### src/rtl/imem_fetch_sequencer.sv
// Y86-64 fetch sequencer: one byte read per cycle from a synchronous imem, length decode, 10-byte window handoff.
// Optional IFETCH_PERF_EN adds acceptance and stall counters.
module imem_fetch_sequencer #(
  parameter logic [63:0] RESET_PC = 64'd0,
  parameter logic [63:0] MEM_LAST = 64'd1023
) (
  input  logic        clk,
  input  logic        rst,
  output logic        mem_req,
  output logic [63:0] mem_addr,
  input  logic [7:0]  mem_rdata,
  input  logic        redirect_valid,
  input  logic [63:0] redirect_pc,
  output logic        inst_valid,
  input  logic        inst_ready,
  output logic [63:0] inst_pc,
  output logic [79:0] inst_bytes,
  output logic [3:0]  inst_len,
  output logic        inst_err,
  output logic        inst_ins_err
`ifdef IFETCH_PERF_EN
  ,
  output logic [31:0] perf_inst_cnt,
  output logic [31:0] perf_stall_cnt
`endif
);

  localparam int MAX_LEN = 10;

  typedef enum logic [1:0] {FETCH, HOLD, STOP} state_t;

  state_t                    state;
  logic [MAX_LEN-1:0][7:0]   win_q;
  logic [3:0]                cnt_iss, rcv_cnt, rd_idx, len_q;
  logic                      rd_pend, len_known, ins_q, blocked;

  // 64-bit unsigned compare; a carry out of base+k is itself out of range
  function automatic logic addr_ok(input logic [63:0] base, input logic [3:0] k);
    logic [64:0] a;
    a = {1'b0, base} + {61'd0, k};
    return !a[64] && (a[63:0] <= MEM_LAST);
  endfunction

  // {ins_err, len}
  function automatic logic [4:0] decode(input logic [3:0] icode);
    case (icode)
      4'h0, 4'h1, 4'h9:       decode = {1'b0, 4'd1};
      4'h2, 4'h6, 4'hA, 4'hB: decode = {1'b0, 4'd2};
      4'h7, 4'h8:             decode = {1'b0, 4'd9};
      4'h3, 4'h4, 4'h5:       decode = {1'b0, 4'd10};
      default:                decode = {1'b1, 4'd1};
    endcase
  endfunction

  logic        byte0_now, dec_ins, cur_known, cur_ins, want, nxt_ok, keep;
  logic        norm_done, err_done, accept, halt_acc, start, start_ok;
  logic [3:0]  dec_len, cur_len, cap, rcv_n;
  logic [63:0] succ_pc, start_pc;

  assign byte0_now        = rd_pend && (rd_idx == 4'd0);
  assign {dec_ins, dec_len} = decode(mem_rdata[7:4]);
  assign cur_known        = len_known || byte0_now;
  assign cur_len          = byte0_now ? dec_len : len_q;
  assign cur_ins          = byte0_now ? dec_ins : ins_q;
  // until byte 0 is back only byte 1 may be issued speculatively
  assign cap              = cur_known ? cur_len : 4'd2;
  assign want             = !blocked && (cnt_iss < cap);
  assign nxt_ok           = addr_ok(inst_pc, cnt_iss);
  assign rcv_n            = rcv_cnt + {3'd0, rd_pend};
  assign keep             = rd_pend && cur_known && (rd_idx < cur_len);
  assign norm_done        = cur_known && (rcv_n >= cur_len);
  assign err_done         = (blocked || (want && !nxt_ok)) && (rcv_n == cnt_iss) && !norm_done;

  assign accept   = inst_valid && inst_ready;
  assign halt_acc = inst_err || inst_ins_err || (win_q[0][7:4] == 4'h0);
  assign succ_pc  = inst_pc + {60'd0, inst_len};
  assign start    = redirect_valid || (state == HOLD && accept && !halt_acc);
  assign start_pc = redirect_valid ? redirect_pc : succ_pc;
  assign start_ok = addr_ok(start_pc, 4'd0);

  assign inst_bytes = win_q;

  always_ff @(posedge clk or posedge rst) begin
    if (rst) begin
      state        <= FETCH;
      mem_req      <= 1'b0;
      mem_addr     <= RESET_PC;
      inst_pc      <= RESET_PC;
      inst_valid   <= 1'b0;
      inst_len     <= 4'd0;
      inst_err     <= 1'b0;
      inst_ins_err <= 1'b0;
      win_q        <= '0;
      cnt_iss      <= 4'd0;
      rcv_cnt      <= 4'd0;
      rd_idx       <= 4'd0;
      rd_pend      <= 1'b0;
      len_q        <= 4'd0;
      len_known    <= 1'b0;
      ins_q        <= 1'b0;
      blocked      <= 1'b0;
    end else begin
      rd_pend <= mem_req;
      rd_idx  <= cnt_iss - 4'd1;
      if (start) begin
        // redirect or successor fetch; data still in flight is dropped
        state        <= FETCH;
        inst_pc      <= start_pc;
        mem_req      <= start_ok;
        mem_addr     <= start_pc;
        cnt_iss      <= start_ok ? 4'd1 : 4'd0;
        blocked      <= !start_ok;
        rcv_cnt      <= 4'd0;
        rd_pend      <= 1'b0;
        len_known    <= 1'b0;
        inst_valid   <= 1'b0;
        inst_err     <= 1'b0;
        inst_ins_err <= 1'b0;
        win_q        <= '0;
      end else begin
        case (state)
          FETCH: begin
            if (keep) win_q[rd_idx] <= mem_rdata;
            if (byte0_now) begin
              len_known <= 1'b1;
              len_q     <= dec_len;
              ins_q     <= dec_ins;
            end
            rcv_cnt <= rcv_n;
            mem_req <= want && nxt_ok;
            if (want) begin
              if (nxt_ok) begin
                mem_addr <= inst_pc + {60'd0, cnt_iss};
                cnt_iss  <= cnt_iss + 4'd1;
              end else begin
                blocked  <= 1'b1;
              end
            end
            if (norm_done || err_done) begin
              state        <= HOLD;
              inst_valid   <= 1'b1;
              inst_len     <= cur_known ? cur_len : 4'd1;
              inst_err     <= err_done;
              inst_ins_err <= cur_known && cur_ins;
            end
          end
          HOLD: begin
            // only terminal windows get here; normal successors go through start
            if (accept) begin
              state      <= STOP;
              inst_valid <= 1'b0;
              inst_pc    <= succ_pc;
              win_q      <= '0;
            end
          end
          STOP:    ;
          default: state <= STOP;
        endcase
      end
    end
  end

`ifdef IFETCH_PERF_EN
  always_ff @(posedge clk or posedge rst) begin
    if (rst) begin
      perf_inst_cnt  <= 32'd0;
      perf_stall_cnt <= 32'd0;
    end else begin
      if (accept)                    perf_inst_cnt  <= perf_inst_cnt + 32'd1;
      if (inst_valid && !inst_ready) perf_stall_cnt <= perf_stall_cnt + 32'd1;
    end
  end
`endif

endmodule

### config.mk
export PLATFORM = sky130hd
export DESIGN_NAME = imem_fetch_sequencer
export DESIGN_NICKNAME = d
export VERILOG_FILES = /design/src/rtl/imem_fetch_sequencer.sv
export SDC_FILE = /design/constraint.sdc
export NUM_CORES = 1
export LEC_CHECK = 0
export ABC_AREA = 1
export ABC_CLOCK_PERIOD_IN_PS = 16200
export BUFFER_PORTS_ARGS = -buffer_cell sky130_fd_sc_hd__buf_2
export CAP_MARGIN = 20
export CELL_PAD_IN_SITES_DETAIL_PLACEMENT = 2
export CELL_PAD_IN_SITES_GLOBAL_PLACEMENT = 2
export CORE_MARGIN = 2
export CORE_UTILIZATION = 33
export DETAILED_ROUTE_END_ITERATION = 16
export GPL_ROUTABILITY_DRIVEN = 1
export GPL_TIMING_DRIVEN = 0
export PLACE_DENSITY_LB_ADDON = 0.1
export SLEW_MARGIN = 20
export SYNTH_ARGS = -nofsm -noshare
export SYNTH_HDL_FRONTEND = slang
export SYNTH_SLANG_ARGS = --single-unit
### constraint.sdc
create_clock -name clk -period 16.2 [get_ports clk]
set_input_delay 4.05 -clock clk [delete_from_list [all_inputs] [get_ports clk]]
set_output_delay 4.05 -clock clk [all_outputs]
set_load 0.01 [all_outputs]
**Word-level counts from Yosys, hierarchy flattened**

Memory sizes are Yosys's and may differ from the RTL's.
Index checks and enable logic that the tools add are counted.

- Memories kept: 1
- Word-level logic and storage cells: 147
- Register bits: 238
- Input bits: 76
- Bits in read-only memories: 64
- Output and inout bits: 216

- Bitwise gates (word level): 1
- $add $sub $neg: 6
- Eq/ne operators: 8
- Magnitude comparators: 7
- Reduce and logical (&&, ||, !) cells: 48
- Mux-type cells: 50

Memory list:

| name | depth | width | read ports | clocked after Yosys merged registers in | write ports | line | text |
|---|---|---|---|---|---|---|---|
| (name not given) | 16 | 4 | 1 | 0 | 0 | 46 | `case (icode)` |

Operators with widths:

| kind | number |
|---|---|
| two-way mux 64 bit | 8 |
| two-way mux 80 bit | 3 |
| one-hot mux 80 bit (2 select lines) | 1 |
| adder 64 x 4 -> 64 bit | 2 |
| <= comparator 64 x 10 -> 1 bit (second input constant) | 2 |
| bitwise mux 80 bit | 1 |
| adder 64 x 4 -> 65 bit | 1 |
| two-way mux 4 bit | 9 |
| demux 8 bit (select 4 bit) | 1 |
| two-way mux 1 bit | 21 |
| AND reduction 3 bit | 6 |
| logical AND 1 bit | 15 |
| nonzero test 2 bit | 7 |
| != test 3 bit (second input constant) | 3 |
| logical NOT 4 bit | 2 |
| less-than comparator 4 bit | 2 |
| two-way mux 8 bit | 1 |
| AND reduction 2 bit | 4 |
| logical NOT 1 bit | 6 |
| logical OR 1 bit | 6 |
| two-way mux 2 bit | 3 |
| one-hot mux 2 bit (3 select lines) | 1 |
| less-than comparator 4 x 5 -> 1 bit (second input constant) | 1 |
| adder 4 x 1 -> 4 bit | 1 |
| other kinds (13) | 13 |

**Logic depth before layout (Yosys ltp)**

- Word-level depth: 14
- Mapped depth: 26
- Gate-level depth less buffers: 25

**Worst setup path after synthesis**

OpenSTA, ideal clock, no wires.

- Path kind: in2reg
- Start: in mem_rdata[5]
- End: reg mem_addr[2]
- Data arrival time: 6.407 ns
- Buffers on the path: 2
- Path slack: 9.669 ns
- Required time: 16.076 ns
- Setup time: 0.124 ns
- Stages: 17
- Cells stage by stage: or2_2 -> o21ai_0 -> nand2_1 -> nand2_1 -> o21ai_0 -> or2_2 -> ha_1 -> a21oi_1 -> o21ai_0 -> nor3_2 -> nand2_4 -> nand2_8 -> inv_4 -> buf_6 -> buf_6 -> nand2_1 -> nand3_1

- Cells in the longest elaborated chain, start to end: 7

RTL lines:

| what | line | text |
|---|---|---|
| from (decl) | 11 | `input logic [7:0] mem_rdata,` |
| memory read (16 x 4 bit) | - |  |
| two-way mux 4 bit | - |  |
| two-way mux 4 bit | 66 | `assign cap = cur_known ? cur_len : 4'd2;` |
| less-than comparator 4 bit | 67 | `assign want = !blocked && (cnt_iss < cap);` |
| logical AND 1 bit | 67 |  |
| nonzero test 2 bit (no line) | - |  |
| AND reduction 3 bit (no line) | - |  |
| to (signal assigned) | 110 | `mem_addr <= start_pc;` |
| to (signal assigned) | 133 | `mem_addr <= inst_pc + {60'd0, cnt_iss};` |
| to (decl) | 10 | `output logic [63:0] mem_addr,` |

Every way passes these cells.
A chain may end at the register's enable or synchronous reset.

**Final worst setup path**

- Start: in redirect_valid
- End: reg blocked

- Cells in the longest elaborated chain, start to end: 4
- Elaborated cells on any way between the ends: 9
- Classes of those cells: 1 x order compare; 1 x eq/ne; 2 x mux; 5 x reduce/logical

RTL lines:

| what | line | text |
|---|---|---|
| from (decl) | 12 | `input logic redirect_valid,` |
| two-way mux 64 bit | 78 | `assign start_pc = redirect_valid ? redirect_pc : succ_pc;` |
| <= comparator 64 x 10 -> 1 bit | 41 | `return !a[64] && (a[63:0] <= MEM_LAST);` |
| logical NOT 1 bit | 112 | `blocked <= !start_ok;` |
| two-way mux 1 bit | 105 | `if (start) begin` |
| to (signal assigned) | 112 |  |
| to (decl) | 35 | `logic rd_pend, len_known, ins_q, blocked;` |

Parallel ways exist; a longest one is shown, timed or not.

==> results.py <==
metrics = {
    "worst_setup_path": {
        "required_ns": 16.64,
        "cp-end-kind": "register",
        "r2r_slack_ns": 11.05,
        "path_max_fanout": 10,
        "cp_top_family": "simple AND/OR/NAND/NOR gates",
        "start_kind": "input port",
        "crit_type": "input port to register",
        "path_cells": "clkbuf_1 -> inv_1 -> clkbuf_1 -> buf_1 -> nand3_1 -> o21ai_0 -> nand2_1 -> nor2_1 -> nand2_1 -> nor2_1 -> nand3_1 -> nand3_1 -> o21ai_0",
        "r2r_start": "inst_pc[0]",
        "critPathArrivalTime_ns": 7.94,
        "slowest_delay_ns": 0.72,
        "r2r_end": "blocked",
        "crit_path_top_delay_cell": "buf_1",
        "cp.buffers_inverters": 4,
        "reg2regPathDepth": 17,
        "critical_path.most_common_cell": "nand3_1",
    },
    "place": {
        "place_ws_ns": 8.164,
        "dpl_cell_area_mm2": 0.01618,
        "dp_cells": 2825,
        "dp_hpwl_um": 57700,
        "portBuffers": 290,
        "gp_congestion": 0.9980,
    },
    "yosys": {
        "synthMuxAreaShare_pct": 0.2861,
        "synthTopCellsByArea": "dfrtp_1 (43%), nand2_1 (19%), o21ai_0 (8.4%)",
        "syn_area_per_cell_um2": 7.017,
        "ys_seq_area_share_pct": 42.56,
        "synth_top_cell_by_area": "dfrtp_1",
        "yosys.area_share.simple_pct": 33.58,
        "synth-compound-area-share_pct": 12.33,
        "synth_flop_cell": "dfrtp_1",
        "synth-adder-area-share_pct": 2.253,
        "synth_warnings": 0,
        "synth_top_area_share_pct": 42.56,
        "syn_area_mm2": 0.01399,
        "syn-num-nets": 2094,
        "yosys.area_share.xor_xnor_pct": 2.629,
        "syn_inst": 1994,
        "synth_top_family_by_area": "simple AND/OR/NAND/NOR gates",
        "ys_ff_latch": 238,
        "ys_types": 44,
        "synth_edf_count": 0,
        "synthArstFlopShare_pct": 100.0,
    },
    "cts": {
        "root_buffer": "clkbuf_16",
        "ctsHoldBuffers": 0,
        "cts-buffers-inserted": 30,
        "insertion_delay_ns": 0.61,
        "clk_pin_slew_ns": 0.06,
        "postCtsSetupRepairBufs": 0,
        "clk_path_buf_depth": 3,
        "ctsResizeCount": 0,
        "cts.sinks": 238,
        "h-tree-depth": 1,
        "cts_tree": "yes",
    },
    "power": {
        "pwr-share-clk_pct": 25.3,
        "internal_power_mw": 1.467,
        "p_leak_nw": 8.531,
        "power.density_mw_per_mm2": 159.9,
        "swShare_pct": 46.55,
        "power_frac_seq_pct": 36.2,
        "vdd_drop_max_mv": 0.09354,
        "p_switching_mw": 1.278,
        "finalPower_mw": 2.746,
        "p_comb_share_pct": 38.6,
    },
    "finish": {
        "final_cell_mix": "nand2_1 (701), buf_2 (297), dfrtp_1 (238)",
        "nets": 2418,
        "drive_gt1_share_pct": 17.02,
        "n_fill_cell": 5106,
        "stdcell_count": 2878,
        "fin_area_mm2": 0.01717,
        "areaGrowthSynthToFinish_pct": 22.72,
        "fin_util_pct": 41.03,
        "final_common_cell": "nand2_1",
    },
    "die": {
        "initial_core_util_pct": 33.43,
        "core_mm2": 0.04185,
        "fp.dieArea_mm2": 0.04406,
        "die-height_um": 209.9,
        "ioPinCount": 292,
        "die_x_um": 209.9,
        "fp-row-count": 75,
    },
    "sta": {
        "fin_crit_ns": 7.499,
        "slew_headroom_pct": 18.26,
        "fin_crit_sh_pct": 46.29,
        "setup_viol": 0,
        "timing.hold.ws_ns": 0.4754,
        "finalHoldViolCount": 0,
        "worst_pin_slew_ns": 1.213,
        "finalClockSkew_ns": 0.02687,
        "tns_ns": 0,
        "drv_slew": 0,
        "fin_ws_ns": 8.701,
        "fmax_ghz": 0.1334,
        "rsz0062_at_grt": "false",
    },
    "grt": {
        "antenna_found_initial": 1,
        "grt_start_max_net_pins": 89,
        "grt_overflow": 0,
        "grt_pass1_wl_um": 109300,
        "grt_pass1_vias": 17144,
        "grt.total_usage_pct": 33.34,
    },
    "detailed_routing": {
        "first_iter_violations": 1062,
        "route.detailed.drc": 0,
        "via_count": 15701,
        "routedWlPerCell_um": 25.48,
        "wirelength_um": 73340,
        "dr.pass1.iters": 5,
        "antenna_left": 0,
        "vias_per_cell": 5.456,
    },
    "min_path": {
        "hold_end": "mem_addr[3]",
        "holdPathStages": 2,
        "min_from": "mem_addr[3]",
        "hp-class": "register to register",
    },
    "status": {
        "status": "completed",
    },
    "job": {
        "max_cap_violations": 0,
    },
}
[worst register-to-register path, cell delays in order, from the launching register on]
cell,delay (ns)
dfrtp_1,0.42
ha_1,0.26
fa_1,0.25
inv_1,0.06
o21ai_0,0.94
nand2_1,0.37
nor2_1,0.48
nand3_1,0.13
nand2_1,0.09
nand3_1,0.17
o21ai_0,0.26
nand2_1,0.10
nor2_1,0.28
nand2_1,0.11
nor2_1,0.52
nand3_1,0.16
nand3_1,0.27
o21ai_0,0.13
[per-layer routing]
metal,vias up,track usage [%],wire length [µm]
met3,147,3.786,3003
met2,426,59.67,36820
met1,8027,39.87,29590
li1,7101,-,-
met4,0,15.92,3927
met5,-,0,0
[cells in the mapped netlist (2+ instances only)]
| cell | count |
|---|---|
| dfrtp_1 | 238 |
| a31oi_1 | 14 |
| xnor2_1 | 2 |
| nand3b_1 | 4 |
| nor2_2 | 13 |
| inv_1 | 170 |
| nor2_1 | 201 |
| clkbuf_1 | 30 |
| clkinv_1 | 4 |
| o21ai_0 | 235 |
| nand2_2 | 9 |
| nor2_4 | 8 |
| nor4_1 | 4 |
| o21a_1 | 2 |
| o21ai_1 | 40 |
| buf_2 | 7 |
| xor2_1 | 40 |
| a22o_1 | 11 |
| nand3_1 | 143 |
| inv_2 | 6 |
| buf_6 | 3 |
| or2_2 | 10 |
| fa_1 | 2 |
| nand2_1 | 701 |
| o211ai_1 | 3 |
| nor3_1 | 6 |
| a21oi_1 | 18 |
| mux2i_1 | 4 |
| ha_1 | 22 |
| buf_1 | 7 |
| nand4_1 | 24 |
[final cells by class]
type                       count  area, µm²  area share, %
antenna                        1      2.502        0.01457
buffer                        47      207.7          1.210
clock buffer                  42      835.8          4.867
clock inverter                10      152.6         0.8889
inverter                     181      689.4          4.015
multi-input combinational   1528       7147          41.62
sequential                   238       5956          34.68
tap                          539      674.4          3.927
timing repair buffer         292       1506          8.773
[how the worst max path moves through the flow]
stage / depth (start not counted) / slack [ns] / startpoint / endpoint
floorplan: 1 / 5.62 / rst / blocked
global placement: 2 / 2.35 / rst / mem_addr[60]
detailed placement: 14 / 8.16 / redirect_valid / mem_req
CTS: 13 / 8.75 / redirect_valid / blocked
global route: 13 / 8.54 / redirect_valid / blocked
finish: 13 / 8.70 / redirect_valid / blocked
[state kept, by name (all words and copies together), names as in the netlist]
| register | count |
|---|---|
| mem_addr | 64 |
| inst_ins_err | 1 |
| inst_valid | 1 |
| inst_pc | 64 |
| len_q | 4 |
| mem_req | 1 |
| len_known | 1 |
| rd_pend | 1 |
| blocked | 1 |
| inst_bytes | 80 |
| ins_q | 1 |
| inst_len | 4 |
| rd_idx | 4 |
| inst_err | 1 |
| cnt_iss | 4 |
| rcv_cnt | 4 |
| state | 2 |
[cell families (layout without fill, tap and decap cells)]
family	count (synthesis)	count (layout)
simple gates	1130	1130
fa+ha+maj	24	24
other cells	0	1
buf+inv	228	572
mux	4	4
flops	238	238
compound gates	328	328
xor+xnor	42	42
[power groups by stage]
stage	combinational, mW	clock [mW]	sequential [mW]
finish	1.06	0.694	0.993
global route	1.17	0.723	1.01
CTS	1.07	0.704	0.989
detailed placement	1.05	0	0.997
global placement	1.00	0	0.991
floorplan	0.527	0	0.956
Power figures use the tool's default switching activity.
